--- src/rtl/axi_pkg.sv ---
// Shared AXI4 encodings and the read-master state type.
// Imported by the refill read master.
package axi_pkg;

    localparam logic [1:0] BURST_FIXED = 2'b00;
    localparam logic [1:0] BURST_INCR  = 2'b01;
    localparam logic [1:0] BURST_WRAP  = 2'b10;

    localparam logic [1:0] RESP_OKAY   = 2'b00;
    localparam logic [1:0] RESP_EXOKAY = 2'b01;
    localparam logic [1:0] RESP_SLVERR = 2'b10;
    localparam logic [1:0] RESP_DECERR = 2'b11;

    localparam logic [2:0] SIZE_8B = 3'd3;

    typedef enum logic [1:0] {
        ST_IDLE,
        ST_AR,
        ST_R,
        ST_DONE
    } rd_state_e;

endpackage

--- src/rtl/axi_rd_burst_master.sv ---
// Cache line refill master: one request becomes one INCR burst,
// the R beats fill a line buffer returned with a sticky error flag.
module axi_rd_burst_master
    import axi_pkg::*;
#(
    parameter int ADDR_W = 32,
    parameter int DATA_W = 64,
    parameter int BEATS  = 4
) (
    input  logic                    clk,
    input  logic                    rst,
    input  logic                    req_valid,
    output logic                    req_ready,
    input  logic [ADDR_W-1:0]       req_addr,
    output logic                    resp_valid,
    output logic [BEATS*DATA_W-1:0] resp_data,
    output logic                    resp_err,
    output logic [ADDR_W-1:0]       araddr,
    output logic                    arvalid,
    input  logic                    arready,
    output logic [1:0]              arburst,
    output logic [7:0]              arlen,
    output logic [2:0]              arsize,
    input  logic [DATA_W-1:0]       rdata,
    input  logic [1:0]              rresp,
    input  logic                    rvalid,
    input  logic                    rlast,
    output logic                    rready
);

    localparam int CNT_W = $clog2(BEATS) + 1;
    localparam int OFF_W = $clog2(BEATS * DATA_W / 8);
    localparam logic [CNT_W-1:0] LAST = CNT_W'(BEATS - 1);
    localparam logic [ADDR_W-1:0] LINE_MASK =
        ~((ADDR_W'(1) << OFF_W) - ADDR_W'(1));

    rd_state_e        state;
    rd_state_e        state_nxt;
    logic [CNT_W-1:0] beat_cnt;
    logic             err;
    logic             accept;
    logic             beat_hs;
    logic             is_last;

    assign arburst = BURST_INCR;
    assign arlen   = 8'(BEATS - 1);
    assign arsize  = 3'($clog2(DATA_W / 8));

    assign accept  = req_valid && req_ready;
    assign beat_hs = rvalid && rready;
    assign is_last = (beat_cnt == LAST);

    always_ff @(posedge clk) begin
        if (rst) begin
            state <= ST_IDLE;
        end else begin
            state <= state_nxt;
        end
    end

    always_comb begin
        state_nxt  = state;
        req_ready  = 1'b0;
        arvalid    = 1'b0;
        rready     = 1'b0;
        resp_valid = 1'b0;
        resp_err   = 1'b0;
        unique case (state)
            ST_IDLE: begin
                req_ready = 1'b1;
                if (req_valid) state_nxt = ST_AR;
            end
            ST_AR: begin
                arvalid = 1'b1;
                if (arready) state_nxt = ST_R;
            end
            ST_R: begin
                rready = 1'b1;
                if (rvalid && is_last) state_nxt = ST_DONE;
            end
            ST_DONE: begin
                resp_valid = 1'b1;
                resp_err   = err;
                state_nxt  = ST_IDLE;
            end
            default: state_nxt = ST_IDLE;
        endcase
    end

    // An early or missing rlast only flags the line; the beat count ends it.
    always_ff @(posedge clk) begin
        if (rst) begin
            araddr    <= '0;
            beat_cnt  <= '0;
            err       <= 1'b0;
            resp_data <= '0;
        end else begin
            if (accept) begin
                araddr   <= req_addr & LINE_MASK;
                beat_cnt <= '0;
                err      <= 1'b0;
            end
            if (beat_hs) begin
                for (int k = 0; k < BEATS; k++) begin
                    if (beat_cnt == CNT_W'(k))
                        resp_data[k*DATA_W +: DATA_W] <= rdata;
                end
                beat_cnt <= beat_cnt + CNT_W'(1);
                err      <= err | (rresp != RESP_OKAY) | (rlast != is_last);
            end
        end
    end

endmodule
--- config.mk ---
export PLATFORM = sky130hd
export DESIGN_NAME = axi_rd_burst_master
export DESIGN_NICKNAME = d
export VERILOG_FILES = /design/src/rtl/axi_pkg.sv /design/src/rtl/axi_rd_burst_master.sv
export SDC_FILE = /design/constraint.sdc
export NUM_CORES = 1
export LEC_CHECK = 0
export BUFFER_PORTS_ARGS = -buffer_cell sky130_fd_sc_hd__buf_4
export CELL_PAD_IN_SITES_DETAIL_PLACEMENT = 0
export CELL_PAD_IN_SITES_GLOBAL_PLACEMENT = 2
export CORE_ASPECT_RATIO = 1.25
export CORE_MARGIN = 10
export CORE_UTILIZATION = 29
export DETAILED_ROUTE_END_ITERATION = 10
export GPL_TIMING_DRIVEN = 0
export HOLD_SLACK_MARGIN = 0.02
export PLACE_DENSITY = 0.81
export SETUP_SLACK_MARGIN = 0.3
export SLEW_MARGIN = 20
export SYNTH_ARGS = -nofsm -noshare
export SYNTH_HDL_FRONTEND = slang
export SYNTH_SLANG_ARGS = --single-unit
--- constraint.sdc ---
create_clock -name clk -period 2.5 [get_ports clk]
set_clock_uncertainty 0.15 [all_clocks]
set_input_delay 0.25 -clock clk [delete_from_list [all_inputs] [get_ports clk]]
set_output_delay 0.25 -clock clk [all_outputs]
set_load 0.005 [all_outputs]
==> results of run 1 <==
critical path, stage by stage, from the launching register on:
cell      delay [ns]
dfxtp_1         0.39
inv_1           0.10
ha_1            0.26
buf_4           0.20
nand4b_1        0.09
buf_4           0.24
buf_2           0.28
nand2_1         0.08
a21oi_1         0.15
flip-flops by register name, indices dropped and copies added, names as in the netlist:
register and cells:
resp_data 256, araddr 27, beat_cnt 3, state 2
err 1
cells in the final DEF, fill, tap and decap left out, types with 5 or more instances in the layout:
master / count
a21oi_1: 272
a21oi_2: 14
buf_2: 18
buf_4: 421
buf_6: 8
buf_8: 6
clkbuf_1: 34
clkbuf_16: 31
clkbuf_2: 6
clkbuf_4: 10
clkbuf_8: 11
conb_1: 18
dfxtp_1: 289
dlygate4sd3_1: 97
ha_1: 9
inv_1: 5
nand2_1: 569
nand3_1: 5
layout make-up:
type,count,area [µm²]
Antenna cell,1,2.50
Timing Repair Buffer,482,3860
Multi-Input combinational cell,912,4030
Clock buffer,47,946
Fill cell,3615,19500
Sequential cell,289,5790
Tap cell,474,593
Clock inverter,6,80.1
Buffer,113,754
Inverter,5,18.8
through the flow:
stage,instances,area (µm²)
after floorplan,1319,10500
after global placement,2178,14000
after detailed placement,2178,14000
after CTS,2328,16000
after global routing,2328,16100
final,2329,16100
final timing paths:
kind              slack, ns           start  depth (start not counted)              to
setup / recovery       0.46        state[0]                          8   resp_data[49]
hold / removal         0.04           rlast                          4             err
setup reg to reg       0.46        state[0]                          8   resp_data[49]
hold reg to reg        0.30  resp_data[193]                          2  resp_data[193]
routing by layer:
metal / global-route usage [%] / vias to the layer above
met4: 4.74 / 0
met2: 33.7 / 307
met5: 0 / -
li1: - / 5210
met1: 21.8 / 4905
met3: 5.78 / 39
power groups by stage:
stage	clock network, mW	registers, mW	logic, mW
3_5_place_dp	0	4.99	1.43
4_1_cts	4.80	4.88	1.56
6_report	4.67	4.89	1.53
2_1_floorplan	0	4.98	0.661
5_1_grt	4.98	4.91	1.70
3_3_place_gp	0	4.98	1.43
what timing repair did:
item	4_1_cts	5_1_grt
cloned	0	0
pin swaps	0	1
hold buffers	97	1
endpoints found under the setup margin	40	126
resized for setup	4	16
endpoints found under the hold margin	288	1
cell families (layout without fill, tap and decap cells):
logic type / count (synthesis) / count (layout) / synth area share, %
buffers and inverters: 118 / 653 / 7.06
AOI/OAI and AO/OA: 290 / 290 / 14.4
other: 2 / 19 / 0.0716
xor gates and xnor gates: 1 / 1 / 0.0835
and+or+nand+nor: 592 / 592 / 21.9
muxes: 1 / 1 / 0.0954
adders and majority gates: 10 / 10 / 1.19
DFF: 289 / 289 / 55.2
==> metrics.md, run 1 <==
| Metric | Value |
|---|---|
| CTS Buf Count | 31 |
| LEAKAGE | 6.54 nW |
| Largest cells by area after synthesis | dfxtp_1, nand2_1, a21oi_1 |
| Crit end category | flop |
| Worst slew margin | 42.2% |
| Tcrit/Tclk final | 81.4% |
| CTS clk-pin slew, worst paths | 0.06 ns |
| Antenna Nets Post-Route | 0 |
| IO buf count | 385 |
| Root Buffer | clkbuf_16 |
| Sw frac | 25.5% |
| Met1 wire length | 17,600 µm |
| H-Tree Depth | 1 |
| Slew Limit Fails | 0 |
| Core footprint | 35,600 µm² |
| Hold Fails Final Rpt | 0 |
| Synthesis-stage register bit count | 289 |
| Psw | 2.82 mW |
| Avg Cell Area, Syn | 8.05 µm² |
| Met3 WL post-DR | 3390 µm |
| Vias | 10,500 |
| Total congestion overflow | 0 |
| Syn Std Cell Area | 10,500 µm² |
| Pre-CTS setup slack | 0.169 ns |
| Sink Count | 289 |
| Fmax | 491 MHz |
| Count leader, synth | nand2_1 |
| Row count | 77 |
| Clock Tree Buf Depth | 3 |
| Global-route wire length before repair | 66,000 µm |
| Die Footprint | 44,200 µm² |
| Hold slack | 0.0399 ns |
| Largest net degree at the start of global routing | 15 |
| Pwr Total | 11.1 mW |
| Critical path data required time | 2.84 ns |
| Post-synth EDFFs | 0 |
| RSZ-0062 raised after global routing | no |
| Internal | 8.26 mW |
| Worst-Skew Late Latency | 0.57 ns |
| Peak VDD IR | 634 µV |
| Synth Warn # | 0 |
| Critical path class | reg -> reg |
| Final min period | 2.04 ns |
| Max-Cap Viols | 0 |
| Post-CTS setup repair buffer count | 0 |
| Via density | 4.49 |
| Final wirelength | 44,000 µm |
| Worst-Margin Slew | 0.867 ns |
| TNS Setup | 0 ns |
| WP data arrival | 2.37 ns |
| PnR worst setup slack | 0.464 ns |
| Largest area contributor in the netlist | dfxtp_1 |
| Proportion of power drawn by the clock network | 42.1% |
| # DRC | 0 |
| Initial antenna violation count | 0 |
| Initial Util | 29.5% |
| Pwr Density | 690 nW/µm² |
| Vias in the first global route | 10,400 |
| Total track usage | 19.1% |
| Final core utilization | 45.2% |
| Overall die height | 233 µm |
| Boundary pin count | 410 |
| Post-DP HPWL | 32,500 µm |
| Number of library cell types mapped by synthesis | 29 |
| Most used flip-flop cell after synthesis | dfxtp_1 |
| Pre-antenna DRT Iters | 5 |
| DR WL/cell | 18.9 µm |
| Power share of the sequential group | 44.1% |
| Overall die width | 190 µm |
| CP Max Fanout | 10 |
| GPL Wtd Cong | 0.786 |
| Initial drt markers | 457 |
| Nets | 1,948 |
| Seq/Total Area, Yosys | 55.2% |
| Synth cell count leaders | nand2_1, dfxtp_1, a21oi_1 |
| CTS tree | done |
| # setup viols final | 0 |
| Status | completed |
| Async SR Flop Fraction | 0% |
| Met2 wire len | 22,200 µm |
| Top cell type's share of synthesized area | 55.2% |
| Synth-to-Final Area Change | 53.3% |
| Logic pwr share | 13.8% |
| Hold crit path type | in -> reg |
| Gate Count Post-Synth | 1,303 |
| Layout cells sized above 1 | 29.0% |
| Startpoint Class | flop |
| Highest routing layer actually used | met4 |
Power figures use the tool's default switching activity.
==> inputs of run 2 (changes only) <==
Settings changed: CORE_UTILIZATION 29 to 26, PLACE_DENSITY 0.81 to 0.74.
Clock period 2.5 ns to 2 ns, I/O delays scaled along.
==> run 2 against run 1 <==
Sequential power rose by 25%. Largest power group is now clock. Register-to-register slack got worse by 0.22 ns. Design area rose by 6.8%. Maximum frequency rose by 16%. Hold slack improved by 0.11 ns. Utilization fell by 2.3 points. Sequential share of layout area fell by 2.3 points.
==> metrics.md, run 2 (synthesized netlist as in run 1, its figures left out) <==
| Metric | Value |
|---|---|
| Status | completed |
| Hold Fails Final Rpt | 0 |
| # setup viols final | 0 |
| Crit end category | flop |
| Overall die width | 200 µm |
| Initial Util | 26.2% |
| Post-DP HPWL | 33,500 µm |
| Slew Limit Fails | 0 |
| Overall die height | 245 µm |
| Initial antenna violation count | 0 |
| Pre-antenna DRT Iters | 4 |
| CTS tree | done |
| Largest regs | resp_data: 256 flops, araddr: 27 flops, beat_cnt: 3 flops |
| Sink Count | 289 |
| Startpoint Class | flop |
| Clock Tree Buf Depth | 3 |
| GR peak layer | met2 |
| Worst R2R End | resp_data[235] |
| Hold crit path type | in -> reg |
| Most common cell after layout, fill and taps aside | nand2_1 |
| Layout cells sized above 1 | 33.0% |
| CP most frequent cell | buf_12 |
| Fmax | 568 MHz |
| Total congestion overflow | 0 |
| GPL Wtd Cong | 0.758 |
| Peak VDD IR | 664 µV |
| Global-route wire length before repair | 66,900 µm |
| Nets | 1,975 |
| Antenna Nets Post-Route | 0 |
| Critical path's slowest cell | dfxtp_2 |
| Boundary pin count | 410 |
| Worst-Skew Late Latency | 0.52 ns |
| RSZ-0062 raised after global routing | yes |
| GR Layer Usage met1 | 20.3% |
| DP Area | 14,100 µm² |
| M2 GR Usage | 31.0% |
| CTS Buf Count | 34 |
| R2R Setup Slk | 0.24 ns |
| # DRC | 0 |
| Row count | 82 |
| Max reg flops | 256 |
| M3 GR Usage | 6.18% |
| Critical Path Max Stage Delay | 0.33 ns |
| Die Footprint | 48,800 µm² |
| Final min period | 1.76 ns |
| Tcrit/Tclk final | 88.0% |
| Worst-Margin Slew | 1.05 ns |
| Max-Cap Viols | 0 |
| H-Tree Depth | 2 |
| Initial drt markers | 401 |
| Vias in the first global route | 10,500 |
| Antenna diode count | 0 |
| Worst setup path end | resp_data[235] |
| WP buf/inv | 5 |
| Most frequent cells in the layout | nand2_1, buf_4, dfxtp_1 |
| FF-to-FF Start | state[0] |
| CP Max Fanout | 10 |
| Worst slew margin | 29.8% |
| Crit path from | state[0] |
| Total track usage | 18.0% |
| Top delay family on crit path | buffers and inverters |
| Root Buffer | clkbuf_16 |
| WP depth | 9 |
| DR WL/cell | 19.3 µm |
| Via density | 4.42 |
| Worst-path cell chain | inv_2 > ha_4 > buf_8 > buf_12 > and3_4 > buf_12 > buf_12 > nand2_1 > a21oi_1 |
| Hold Crit Depth | 3 |
| Pwr Density | 844 nW/µm² |
| Critical path class | reg -> reg |
| Pwr Total | 14.5 mW |
| CTS clk-pin slew, worst paths | 0.06 ns |
| Depth of the most critical reg-to-reg path | 9 |
| Largest register by flop count | resp_data |
| Synth-to-Final Area Change | 63.7% |
| WP data arrival | 2.05 ns |
| Design area | 17,200 µm² |
| IO buf count | 385 |
| Vias | 10,500 |
| Final wirelength | 46,100 µm |
| Core footprint | 40,000 µm² |
| LEAKAGE | 7.02 nW |
| Critical path data required time | 2.29 ns |
| Largest net degree at the start of global routing | 13 |
-- run 2: cell types whose count changed in the layout (fill, tap and decap cells not counted), sizes merged --
cell,before,now
buf,453,483
bufinv,2,1
clkbuf,92,91
diode,1,0
dlygate4sd3,97,98
-- run 2: worst min-delay path: stages --
cell and delay, ns:
buf_2 0.17, clkbuf_1 0.25, a21oi_1 0.16
-- run 2: how the worst min path moves through the flow --
stage / from / end / slack, ns
after floorplan: req_addr[10] / araddr[10] / 0.19
after global placement: resp_data[20] / resp_data[20] / 0.29
after detailed placement: resp_data[136] / resp_data[136] / 0.30
after CTS: rst / beat_cnt[2] / 0.15
after global routing: rst / beat_cnt[2] / 0.19
final: rst / araddr[11] / 0.15
-- run 2: stage by stage --
stage	std cells	setup TNS (ns)	hold slack (ns)	util, %	worst slack [ns]
2_1_floorplan	1319	0	0.186	-	0.336
3_3_place_gp	2208	-16.11	0.293	35.2	-0.283
3_5_place_dp	2208	-20.72	0.297	35.2	-0.352
4_1_cts	2373	0	0.152	41.3	0.201
5_1_grt	2387	0	0.190	42.9	0.180
6_report	2387	0	0.151	42.9	0.240
-- run 2: final cells by class --
cell class,instances,area [µm²]
fillers,4122,22800
flip-flops and latches,289,5790
repair buffers,506,4200
clock inverters,5,50.0
clock buffers,53,1050
multi-input cells,912,4310
plain buffers,113,1120
well taps,504,631
inverters,5,18.8
-- run 2: repair_timing --
item                       4_1_cts  5_1_grt
buffers inserted                 7        8
hold buffers                    98        0
pin swaps                        2       30
gates resized for setup         83      129
hold endpoints to repair       288        0
gates cloned                     2        6
setup endpoints to repair      292      271
-- run 2: power breakdown --
group / total, mW / switching [mW] / internal [mW] / leakage [nW]
combinational: 2.20 / 1.12 / 1.08 / 4.14
sequential: 6.12 / 0.132 / 5.99 / 2.33
clock: 6.18 / 2.47 / 3.71 / 0.541
-- run 2: metal layers --
metal  vias up  part of all wire [%]  wire length [µm]
met2       312                    50             23000
met1      4893                    39             18000
met3        59                   8.7              3990
li1       5276                     -                 -
met4         0                   2.3              1070
met5         -                     0                 0
==> inputs of run 3 (changes only) <==
Settings changed: CORE_MARGIN 10 to 2.
==> run 3 against run 2 <==
Critical path depth down 1. Maximum frequency up 1.8%. Routed wire length down 5.5%. Hold slack worse by 0.11 ns. Sequential power about the same. First-iteration DRC count up 5.0%. Non-clock buffer count up 10. Die area down 14%. Critical path type unchanged.
==> metrics.md, run 3 (synthesized netlist as in run 1, its figures left out) <==
| Metric | Value |
|---|---|
| Status | completed |
| Nets | 1,985 |
| Critical Path Max Stage Delay | 0.37 ns |
| Antenna Nets Post-Route | 0 |
| Hold slack | 0.0433 ns |
| Pre-antenna DRT Iters | 4 |
| Critical path's slowest cell | dfxtp_4 |
| CTS tree | done |
| Layout cells sized above 1 | 33.3% |
| Startpoint Class | flop |
| Initial drt markers | 421 |
| Worst-Skew Late Latency | 0.51 ns |
| IO buf count | 385 |
| Post-DP HPWL | 30,000 µm |
| Clock Tree Buf Depth | 3 |
| WP buf/inv | 4 |
| Most frequent cells in the layout | nand2_1, buf_4, dfxtp_1 |
| # DRC | 0 |
| Max reg flops | 256 |
| CTS Buf Count | 34 |
| Overall die width | 184 µm |
| Top delay family on crit path | buffers and inverters |
| Largest regs | resp_data: 256 flops, araddr: 27 flops, beat_cnt: 3 flops |
| CTS clk-pin slew, worst paths | 0.06 ns |
| WP data arrival | 2.01 ns |
| Fmax | 579 MHz |
| Critical path class | reg -> reg |
| Boundary pin count | 410 |
| Die Footprint | 42,000 µm² |
| Root Buffer | clkbuf_16 |
| Final wirelength | 43,500 µm |
| LEAKAGE | 6.97 nW |
| Vias | 10,600 |
| Pre-CTS setup slack | -0.327 ns |
| Hold Fails Final Rpt | 0 |
| RSZ-0062 raised after global routing | yes |
| Total track usage | 19.6% |
| CP Max Fanout | 6 |
| PnR worst setup slack | 0.272 ns |
| Largest net degree at the start of global routing | 14 |
| Pwr Density | 860 nW/µm² |
| Vias in the first global route | 10,300 |
| Overall die height | 229 µm |
| Worst-Margin Slew | 1.12 ns |
| Row count | 82 |
| Via density | 4.41 |
| Tcrit/Tclk final | 86.4% |
| Initial Util | 26.3% |
| H-Tree Depth | 2 |
| Final min period | 1.73 ns |
| Crit end category | flop |
| Peak VDD IR | 485 µV |
| Global-route wire length before repair | 63,100 µm |
| # setup viols final | 0 |
| Hold crit path type | in -> reg |
| Critical path data required time | 2.28 ns |
| Largest register by flop count | resp_data |
| Total congestion overflow | 0 |
| Slew Limit Fails | 0 |
| Max-Cap Viols | 0 |
| DR WL/cell | 18.1 µm |
| Worst-path cell chain | inv_6 > ha_4 > buf_4 > and4b_2 > buf_12 > clkbuf_16 > nand2_1 > a21oi_1 |
| Sink Count | 289 |
| Initial antenna violation count | 1 |
| Synth-to-Final Area Change | 64.7% |
| GPL Wtd Cong | 0.784 |
| Most common cell after layout, fill and taps aside | nand2_1 |
| Core footprint | 39,900 µm² |
| Worst slew margin | 25.5% |
## run 3: per-stage QoR
stage	area (µm²)	total power, mW	utilization [%]	cells	TNS (ns)
floorplan	10500	7.06	-	1319	0
global placement	14100	8.00	35.3	2208	-16.30
detailed placement	14100	8.01	35.3	2208	-23.68
CTS	16500	14.9	41.4	2375	0
global route	17300	15.5	43.3	2401	0
finish	17300	14.9	43.3	2401	0
## run 3: layout make-up
cell class	count	area (µm²)
clock inverter	11	190
tap	504	631
multi-input combinational	912	4240
inverter	5	23.8
buffer	113	1040
antenna	1	2.50
fill	4062	22600
sequential	289	5800
clock buffer	50	972
timing repair buffer	516	4380
## run 3: per-layer routing
| layer | up-vias | track usage (%) | part of all wire [%] |
|---|---|---|---|
| met5 | - | 0 | 0 |
| met3 | 53 | 5.26 | 7.0 |
| met2 | 321 | 34.5 | 50 |
| met1 | 4936 | 23.2 | 41 |
| met4 | 0 | 5.58 | 2.3 |
| li1 | 5287 | - | - |
## run 3: final timing paths
| path | to | start | depth (start not counted) | slack, ns |
|---|---|---|---|---|
| max | resp_data[102] | state[0] | 8 | 0.27 |
| min | err | rlast | 4 | 0.04 |
| max reg2reg | resp_data[102] | state[0] | 8 | 0.27 |
| min reg2reg | resp_data[218] | resp_data[218] | 2 | 0.30 |
## run 3: worst min-delay path, delay by kind of cell
kind                   cells  cell delay [ns]
AND/OR/NAND/NOR            1             0.06
AO/OA/AOI/OAI              1             0.19
XOR/XNOR                   1             0.12
buffers and inverters      1             0.08
## run 3: timing repair
action | CTS | global route
endpoints found under the setup margin | 292 | 266
gates resized for setup | 68 | 103
cloned | 1 | 14
pin swaps | 1 | 10
setup buffers | 8 | 11
hold buffers | 97 | 0
hold endpoints to repair | 288 | 0
## run 3: power breakdown
| group | switching (mW) | leakage [nW] | internal, mW |
|---|---|---|---|
| Combinational | 1.10 | 4.06 | 1.09 |
| Clock | 2.52 | 0.565 | 4.03 |
| Sequential | 0.143 | 2.34 | 5.99 |
| Total | 3.76 | 6.97 | 11.1 |
